File: src/rtl/pipe_pkg.sv
// Shared definitions for the elastic pipeline stage.
//   pipe_state_t    : occupancy state of the stage (EMPTY, FULL, SKID). The
//                     encoding equals the entry count, so it drives occ_o as is.
//   PIPE_CTRL_W_DEF : default control payload width.
//   PIPE_DATA_W_DEF : default data payload width.
package pipe_pkg;

  typedef enum logic [1:0] {
    EMPTY = 2'd0,
    FULL  = 2'd1,
    SKID  = 2'd2
  } pipe_state_t;

  localparam int PIPE_CTRL_W_DEF = 8;
  localparam int PIPE_DATA_W_DEF = 64;

endpackage

File: src/rtl/pipe_slot.sv
// One pipeline slot: a valid bit plus control and data payload registers.
// Ports:
//   clk, rst      : clock, synchronous active-high reset (clears everything)
//   load          : capture ctrl_d/data_d and mark the slot valid
//   clear         : mark the slot invalid (wins over load); data is kept
//   ctrl_d/data_d : payload to capture
//   valid         : slot holds an entry
//   ctrl          : control payload, forced to zero while the slot is invalid
//   data          : data payload, holds its last value while invalid
module pipe_slot
  import pipe_pkg::*;
#(
  parameter int CTRL_W = PIPE_CTRL_W_DEF,
  parameter int DATA_W = PIPE_DATA_W_DEF
) (
  input  logic              clk,
  input  logic              rst,
  input  logic              load,
  input  logic              clear,
  input  logic [CTRL_W-1:0] ctrl_d,
  input  logic [DATA_W-1:0] data_d,
  output logic              valid,
  output logic [CTRL_W-1:0] ctrl,
  output logic [DATA_W-1:0] data
);

  logic              valid_q;
  logic [CTRL_W-1:0] ctrl_q;
  logic [DATA_W-1:0] data_q;

  // NOTE: state registers use non-blocking assignments so every flop samples
  // the pre-edge value of its inputs, independent of block evaluation order.
  // NOTE: the payload registers are reset too, not only valid: data_o must
  // read zero after reset, and the slot is only a handful of flops.
  always_ff @(posedge clk) begin
    if (rst) begin
      valid_q <= 1'b0;
      ctrl_q  <= '0;
      data_q  <= '0;
    end else if (clear) begin
      valid_q <= 1'b0;
    end else if (load) begin
      valid_q <= 1'b1;
      ctrl_q  <= ctrl_d;
      data_q  <= data_d;
    end
  end

  // A bubble must look like a NOP downstream, so control is gated by valid.
  assign valid = valid_q;
  assign ctrl  = valid_q ? ctrl_q : '0;
  assign data  = data_q;

endmodule

File: src/rtl/pipe_stage_elastic.sv
// Elastic pipeline register with valid/ready handshake, backpressure stall
// and synchronous flush that inserts a bubble (control zeroed).
// Build option: PIPE_STAGE_SKID_EN
//   defined   : main slot M plus skid slot S, three-state FSM, ready_o from a
//               flop (no ready_i -> ready_o path), occ_o up to 2.
//   undefined : main slot M only, ready_o = !valid_o | ready_i, occ_o <= 1.
// Ports:
//   clk_i, rst_i     : clock, synchronous active-high reset (overrides all)
//   flush_i          : squash held entries and drop this cycle's input
//   valid_i, ready_o : upstream handshake; ctrl_i/data_i upstream payload
//   valid_o, ready_i : downstream handshake; ctrl_o/data_o downstream payload
//   occ_o            : number of held entries after the current edge
module pipe_stage_elastic
  import pipe_pkg::*;
#(
  parameter int CTRL_W = PIPE_CTRL_W_DEF,
  parameter int DATA_W = PIPE_DATA_W_DEF
) (
  input  logic              clk_i,
  input  logic              rst_i,
  input  logic              flush_i,
  input  logic              valid_i,
  output logic              ready_o,
  input  logic [CTRL_W-1:0] ctrl_i,
  input  logic [DATA_W-1:0] data_i,
  output logic              valid_o,
  input  logic              ready_i,
  output logic [CTRL_W-1:0] ctrl_o,
  output logic [DATA_W-1:0] data_o,
  output logic [1:0]        occ_o
);

  logic              accept;
  logic              emit;
  logic              m_valid;
  logic              m_load;
  logic              m_clear;
  logic [CTRL_W-1:0] m_ctrl_d;
  logic [DATA_W-1:0] m_data_d;

  assign accept  = valid_i & ready_o;
  assign emit    = m_valid & ready_i;
  assign valid_o = m_valid;

  pipe_slot #(.CTRL_W(CTRL_W), .DATA_W(DATA_W)) u_main (
    .clk    (clk_i),
    .rst    (rst_i),
    .load   (m_load),
    .clear  (m_clear),
    .ctrl_d (m_ctrl_d),
    .data_d (m_data_d),
    .valid  (m_valid),
    .ctrl   (ctrl_o),
    .data   (data_o)
  );

`ifdef PIPE_STAGE_SKID_EN

  pipe_state_t       state;
  pipe_state_t       state_n;
  logic              ready_q;
  logic              s_load;
  logic              s_clear;
  logic              s_valid;
  logic [CTRL_W-1:0] s_ctrl;
  logic [DATA_W-1:0] s_data;

  // The skid slot only ever captures straight from the upstream inputs.
  pipe_slot #(.CTRL_W(CTRL_W), .DATA_W(DATA_W)) u_skid (
    .clk    (clk_i),
    .rst    (rst_i),
    .load   (s_load),
    .clear  (s_clear),
    .ctrl_d (ctrl_i),
    .data_d (data_i),
    .valid  (s_valid),
    .ctrl   (s_ctrl),
    .data   (s_data)
  );

  // NOTE: every output of this block gets a default before the case so no
  // path leaves a signal unassigned, which would infer a latch.
  always_comb begin
    state_n  = state;
    m_load   = 1'b0;
    m_clear  = 1'b0;
    s_load   = 1'b0;
    s_clear  = 1'b0;
    m_ctrl_d = ctrl_i;
    m_data_d = data_i;
    if (flush_i) begin
      state_n = EMPTY;
      m_clear = 1'b1;
      s_clear = 1'b1;
    end else begin
      case (state)
        EMPTY: begin
          if (accept) begin
            m_load  = 1'b1;
            state_n = FULL;
          end
        end
        FULL: begin
          if (accept && emit) begin
            m_load = 1'b1;
          end else if (accept) begin
            // Downstream stalled this cycle: park the new entry in S.
            s_load  = 1'b1;
            state_n = SKID;
          end else if (emit) begin
            m_clear = 1'b1;
            state_n = EMPTY;
          end
        end
        SKID: begin
          // S is always valid here; the guard keeps a bubble from ever
          // being promoted into M as if it were an entry.
          if (emit && s_valid) begin
            m_load   = 1'b1;
            m_ctrl_d = s_ctrl;
            m_data_d = s_data;
            s_clear  = 1'b1;
            state_n  = FULL;
          end
        end
        default: begin
          state_n = EMPTY;
          m_clear = 1'b1;
          s_clear = 1'b1;
        end
      endcase
    end
  end

  // ready_o is a flop computed from the next state, so it never depends
  // combinationally on ready_i.
  always_ff @(posedge clk_i) begin
    if (rst_i) begin
      state   <= EMPTY;
      ready_q <= 1'b1;
    end else begin
      state   <= state_n;
      ready_q <= (state_n != SKID);
    end
  end

  assign ready_o = ready_q;
  assign occ_o   = state;

`else

  // Single slot: accept whenever the slot is empty or is being drained.
  always_comb begin
    m_load   = accept & ~flush_i;
    m_clear  = flush_i | (emit & ~accept);
    m_ctrl_d = ctrl_i;
    m_data_d = data_i;
  end

  assign ready_o = ~m_valid | ready_i;
  assign occ_o   = {1'b0, m_valid};

`endif

endmodule

File: config.mk
export PLATFORM = sky130hd
export DESIGN_NAME = pipe_stage_elastic
export DESIGN_NICKNAME = d
export VERILOG_FILES = /design/src/rtl/pipe_pkg.sv /design/src/rtl/pipe_slot.sv /design/src/rtl/pipe_stage_elastic.sv
export SDC_FILE = /design/constraint.sdc
export NUM_CORES = 1
export LEC_CHECK = 0
export CAP_MARGIN = 40
export CORE_UTILIZATION = 45
export DETAILED_ROUTE_END_ITERATION = 10
export GPL_ROUTABILITY_DRIVEN = 0
export PLACE_DENSITY = 0.9
export SETUP_SLACK_MARGIN = 0.2
export SLEW_MARGIN = 20
export SYNTH_ARGS = -nofsm -noshare
export SYNTH_HDL_FRONTEND = slang
export SYNTH_SLANG_ARGS = --single-unit
File: constraint.sdc
create_clock -name clk_i -period 3 [get_ports clk_i]
set_clock_uncertainty 0.05 [all_clocks]
set_input_delay 0.6 -clock clk_i [delete_from_list [all_inputs] [get_ports clk_i]]
set_output_delay 0.6 -clock clk_i [all_outputs]
set_load 0.01 [all_outputs]
==> results of run 1 <==
## layout make-up
cell class                      instances  area (um^2)
Tap cell                               99          124
Fill cell                             567         2200
Multi-Input combinational cell        229         1730
Clock inverter                          4         75.1
Clock buffer                           12          155
Timing Repair Buffer                  154         1540
Inverter                                1         3.75
Sequential cell                        73         1460
## placed cells by master (no fill, tap or decap)
master / netlist / final
buf_12: 7 / 1
buf_4: 2 / 2
nand2b_1: 144 / 144
clkinvlp_4: 0 / 2
conb_1: 1 / 1
clkdlybuf4s50_1: 0 / 150
mux2i_1: 72 / 72
bufinv_16: 0 / 2
clkbuf_1: 14 / 1
nor3_1: 1 / 1
buf_2: 2 / 1
clkbuf_8: 0 / 11
and2_2: 8 / 8
nor2_1: 1 / 1
nor3b_4: 0 / 1
inv_1: 1 / 1
dfxtp_1: 73 / 73
nor2b_4: 1 / 1
## sequential cells by signal, summed over array words and instances, names as in the netlist
| signal | count |
|---|---|
| u_main.data | 64 |
| u_main.ctrl_q | 8 |
| u_main.valid | 1 |
## logic make-up (layout without fill, tap and decap cells)
family | after synthesis | in the layout | synth area share [%]
DFF | 73 | 73 | 42.8
and+or+nand+nor | 156 | 156 | 29.2
buffers and inverters | 27 | 171 | 6.82
muxes | 72 | 72 | 21.1
other | 1 | 1 | 0.110
## metrics by stage
step | area, um^2 | hold slack [ps]
6_report | 5090 | 422
5_1_grt | 5090 | 439
4_1_cts | 5090 | 428
3_5_place_dp | 4860 | 414
3_3_place_gp | 4860 | 404
2_1_floorplan | 3410 | 394
## per-layer routing
metal | up-vias | track usage [%] | routed length, um
met5 | - | 0 | 0
met4 | 0 | 10.8 | 213
met3 | 17 | 5.63 | 665
met2 | 99 | 34.8 | 3810
met1 | 1239 | 19.9 | 3150
li1 | 1324 | - | -
## worst paths after layout
path / start / to / slack, ps / depth (start not counted)
setup / recovery: ready_i / ready_o / 610 / 4
hold / removal: u_main.data[19]$_SDFFE_PP0P_ / u_main.data[19]$_SDFFE_PP0P_ / 420 / 2
setup reg to reg: u_main.valid$_SDFFE_PP0P_ / u_main.data[39]$_SDFFE_PP0P_ / 1310 / 4
hold reg to reg: u_main.data[19]$_SDFFE_PP0P_ / u_main.data[19]$_SDFFE_PP0P_ / 420 / 2
## worst reg2reg max path, cell delays in order, from the launching register on
cell	delay (ps)
dfxtp_1	390
nor2b_4	180
nor3b_4	220
buf_12	430
mux2i_1	350
## power breakdown
group	total (mW)	switching [mW]	internal, mW
Clock	0.881	0.366	0.515
Sequential	1.05	0.0273	1.02
Combinational	0.383	0.136	0.247
==> out/results.tsv, run 1 <==
metric	value	unit
row_count	31	
ys_types	15	
drcViolationCount	0	
critPathMostFrequentCell	clkdlybuf4s50_1	
numCtsBuffers	9	
io_buffer_count	151	
track_usage	19.3	%
post_cts_buffers	0	
first_iter_violations	56	
htree_num_levels	3	
syn_nets	406	
slowest_delay	520	ps
antenna_found_initial	0	
cp.arrival	1740	ps
syn_area_per_cell	10.4	um^2
fin_util	69.8	%
cts_tree	built	
drt_wl_total	7840	um
cts.sinks	73	
ys_warn_count	0	
via_per_inst	4.68	
synth_area_leaders	dfxtp_1 (43%), nand2b_1 (26%), mux2i_1 (21%)	
dp_worst_setup_slack	603	ps
grt_first_pass_wirelength	11600	um
start_kind	primary input	
netlist_area	3410	um^2
cp_max_fo	3	
place_hpwl	5500	um
fin_crit	2390	ps
synth.most_common_cell	nand2b_1	
synth-main-ff-cell	dfxtp_1	
leakagePower	1.87	nW
cpLargestDelayFamily	buffers and inverters	
end_kind	primary output	
relSlewSlack	59.7	%
path_cells	clkdlybuf4s50_1 -> nor2b_4 -> inv_1 -> clkdlybuf4s50_1	
grt_max_degree	73	
yosys.area.top_type_share	42.8	%
die_y	89.1	um
final_cells	572	
ctsHoldBuffers	0	
initial_core_util	46.8	%
drt_pass1_iterations	4	
yosysSeqAreaShare	42.8	%
drv_slew	0	
grt_pass1_vias	2604	
fp.dieW	89.1	um
worst_pin_slew	604	ps
status	complete, no violations	
hold_viol_final	0	
crit_type	primary input to primary output	
vdd_drop_max	0.229	mV
ant_nets	0	
die_area	7940	um^2
clk_path_buf_depth	2	
area_growth_syn_to_layout	49.0	%
setup_violations	0	
cts-resized-gates	0	
clk_pin_slew_worst_paths	70	ps
worst_slack	612	ps
p_per_area	454	nW/um^2
cp.required	2350	ps
diodes	0	
rsz0062_at_grt	false	
synth_async_sr_flop_share	0	%
hold_path.class	register to register	
yosys-top-cells-count	nand2b_1 (144), dfxtp_1 (73), mux2i_1 (72)	
fmax	419	MHz
dpl.cell_count	556	
synth_top_cell_by_area	dfxtp_1	
core	7290	um^2
synth_edf_count	0	
drive_above_1_share	6.13	%
path_buf_inv	3	
finalCritPeriodShare	79.6	%
fin_nets	545	
ios	153	
grt_overflow	0	
postSynthCellCount	329	
routed-via-count	2679	
clock_latency	330	ps
timing.max_cap.violations	0	
setup-tns-final	0	ps
cpMaxStageDelayCell	clkdlybuf4s50_1	
root_buffer	clkbuf_8	
wire_per_inst	13.7	um
finalPower	2.31	mW
ys_seq_elements	73	
No activity file was read; power rests on OpenSTA's default activity.
==> inputs of run 2 (changes only) <==
--- a/config.mk
+++ b/config.mk
@@ -6,10 +6,10 @@
 export NUM_CORES = 1
 export LEC_CHECK = 0
 export CAP_MARGIN = 40
-export CORE_UTILIZATION = 45
+export CORE_UTILIZATION = 42
 export DETAILED_ROUTE_END_ITERATION = 10
 export GPL_ROUTABILITY_DRIVEN = 0
-export PLACE_DENSITY = 0.9
+export PLACE_DENSITY = 0.85
 export SETUP_SLACK_MARGIN = 0.2
 export SLEW_MARGIN = 20
 export SYNTH_ARGS = -nofsm -noshare
==> constraint.sdc (replaced) <==
create_clock -name clk_i -period 2.2 [get_ports clk_i]
set_clock_uncertainty 0.05 [all_clocks]
set_input_delay 0.44 -clock clk_i [delete_from_list [all_inputs] [get_ports clk_i]]
set_output_delay 0.44 -clock clk_i [all_outputs]
set_load 0.01 [all_outputs]
==> out/results.tsv, run 2 (synthesis gave the netlist of run 1 again) <==
metric	value	unit
grt_first_pass_wirelength	12000	um
final_cell_mix	clkdlybuf4s50_1 (149), nand2b_1 (144), mux2i_1 (72), dfxtp_1 (72), clkbuf_8 (9)	
drt_pass1_iterations	4	
routed-via-count	2607	
area_growth_syn_to_layout	50.3	%
grt_pass1_vias	2632	
finalPower	3.20	mW
wl_met1	3070	um
drt_wl_total	7240	um
setup_violations	0	
fp.dieW	92.2	um
fin_nets	545	
drive_above_1_share	6.55	%
clk_pin_slew_worst_paths	80	ps
setup-tns-final	0	ps
antenna_found_initial	0	
row_count	32	
slowest_delay	540	ps
vdd_drop_max	0.446	mV
routed.top_layer	met4	
ios	153	
largest_reg_flops	64	
cts_tree	built	
clock_latency	330	ps
timing.max_cap.violations	0	
crit_type	register to primary output	
clk_path_buf_depth	2	
grt_overflow	0	
cp.required	1710	ps
drv_slew	0	
via_per_inst	4.53	
dr_wl_met3	500	um
path_cells	and2_2 -> clkdlybuf4s50_1	
drcViolationCount	0	
root_buffer	clkbuf_8	
start_kind	register	
cpMaxStageDelayCell	clkdlybuf4s50_1	
grt_max_degree	146	
finalCritPeriodShare	87.3	%
hold_viol_final	0	
first_iter_violations	53	
fmax	521	MHz
htree_num_levels	3	
wl_met2	3540	um
initial_core_util	43.7	%
end_kind	primary output	
diodes	0	
die_area	8490	um^2
cp.arrival	1430	ps
wire_per_inst	12.6	um
cp_max_fo	11	
hold_path.class	register to register	
io_buffer_count	151	
fin_crit	1920	ps
core	7810	um^2
final_common_cell	clkdlybuf4s50_1	
place_hpwl	5050	um
p_per_area	625	nW/um^2
track_usage	17.8	%
die_y	92.2	um
numCtsBuffers	9	
fill_cells	638	
status	complete, no violations	
cts.sinks	73	
ctsHoldBuffers	0	
ant_nets	0	
leakagePower	1.88	nW
rsz0062_at_grt	false	
==> run 2: cell types whose count changed in the layout (fill, tap and decap cells not counted), sizes merged <==
cell	delta
clkdlybuf4s50	-1
clkinv	+2
bufinv	+1
dlygate4sd2	+1
clkbuf	-3
==> run 2: what timing repair did <==
action | in CTS | in global routing
resized for setup | 3 | 0
setup endpoints to repair | 9 | 0
setup buffers | 0 | 0
==> run 2: critical path, delay by kind of cell (launching register included) <==
family	cells	cell delay (ps)
DFF	1	410
and+or+nand+nor	1	150
buffers and inverters	1	540
==> run 2: area by class of cell <==
type	count	area (um^2)	share of cell area, %
Timing Repair Buffer	154	1570	30.5
Tap cell	102	128	2.49
Sequential cell	73	1470	28.6
Inverter	1	3.75	0.0732
Clock buffer	9	124	2.41
Multi-Input combinational cell	229	1730	33.7
Clock inverter	7	119	2.32
==> run 2: metrics by stage <==
stage / area, um^2 / utilization [%] / std cells / setup slack, ps / hold WS [ps]
floorplan: 3410 / - / 329 / 868 / 394
global placement: 4890 / 62.6 / 559 / 138 / 403
detailed placement: 4890 / 62.6 / 559 / 120 / 409
CTS: 5130 / 65.7 / 575 / 253 / 423
global route: 5130 / 65.7 / 575 / 217 / 441
finish: 5130 / 65.7 / 575 / 280 / 422
==> run 2: worst paths after layout <==
path,to,startpoint,cells after the start,slack [ps]
hold reg to reg,u_main.data[44]$_SDFFE_PP0P_,u_main.data[44]$_SDFFE_PP0P_,2,420
setup reg to reg,u_main.data[1]$_SDFFE_PP0P_,u_main.valid$_SDFFE_PP0P_,4,680
hold / removal,u_main.data[44]$_SDFFE_PP0P_,u_main.data[44]$_SDFFE_PP0P_,2,420
setup / recovery,ctrl_o[3],u_main.valid$_SDFFE_PP0P_,2,280
==> run 2: routing by layer <==
layer,track usage (%),vias up
li1,-,1325
met1,20.7,1174
met4,7.55,0
met5,0,-
met3,5.06,12
met2,30.5,96
==> run 2: power by group <==
group	switching [mW]	total, mW	leakage (nW)	internal (mW)
Combinational	0.182	0.524	1.17	0.341
Sequential	0.0370	1.43	0.598	1.39
Clock	0.502	1.25	0.115	0.753
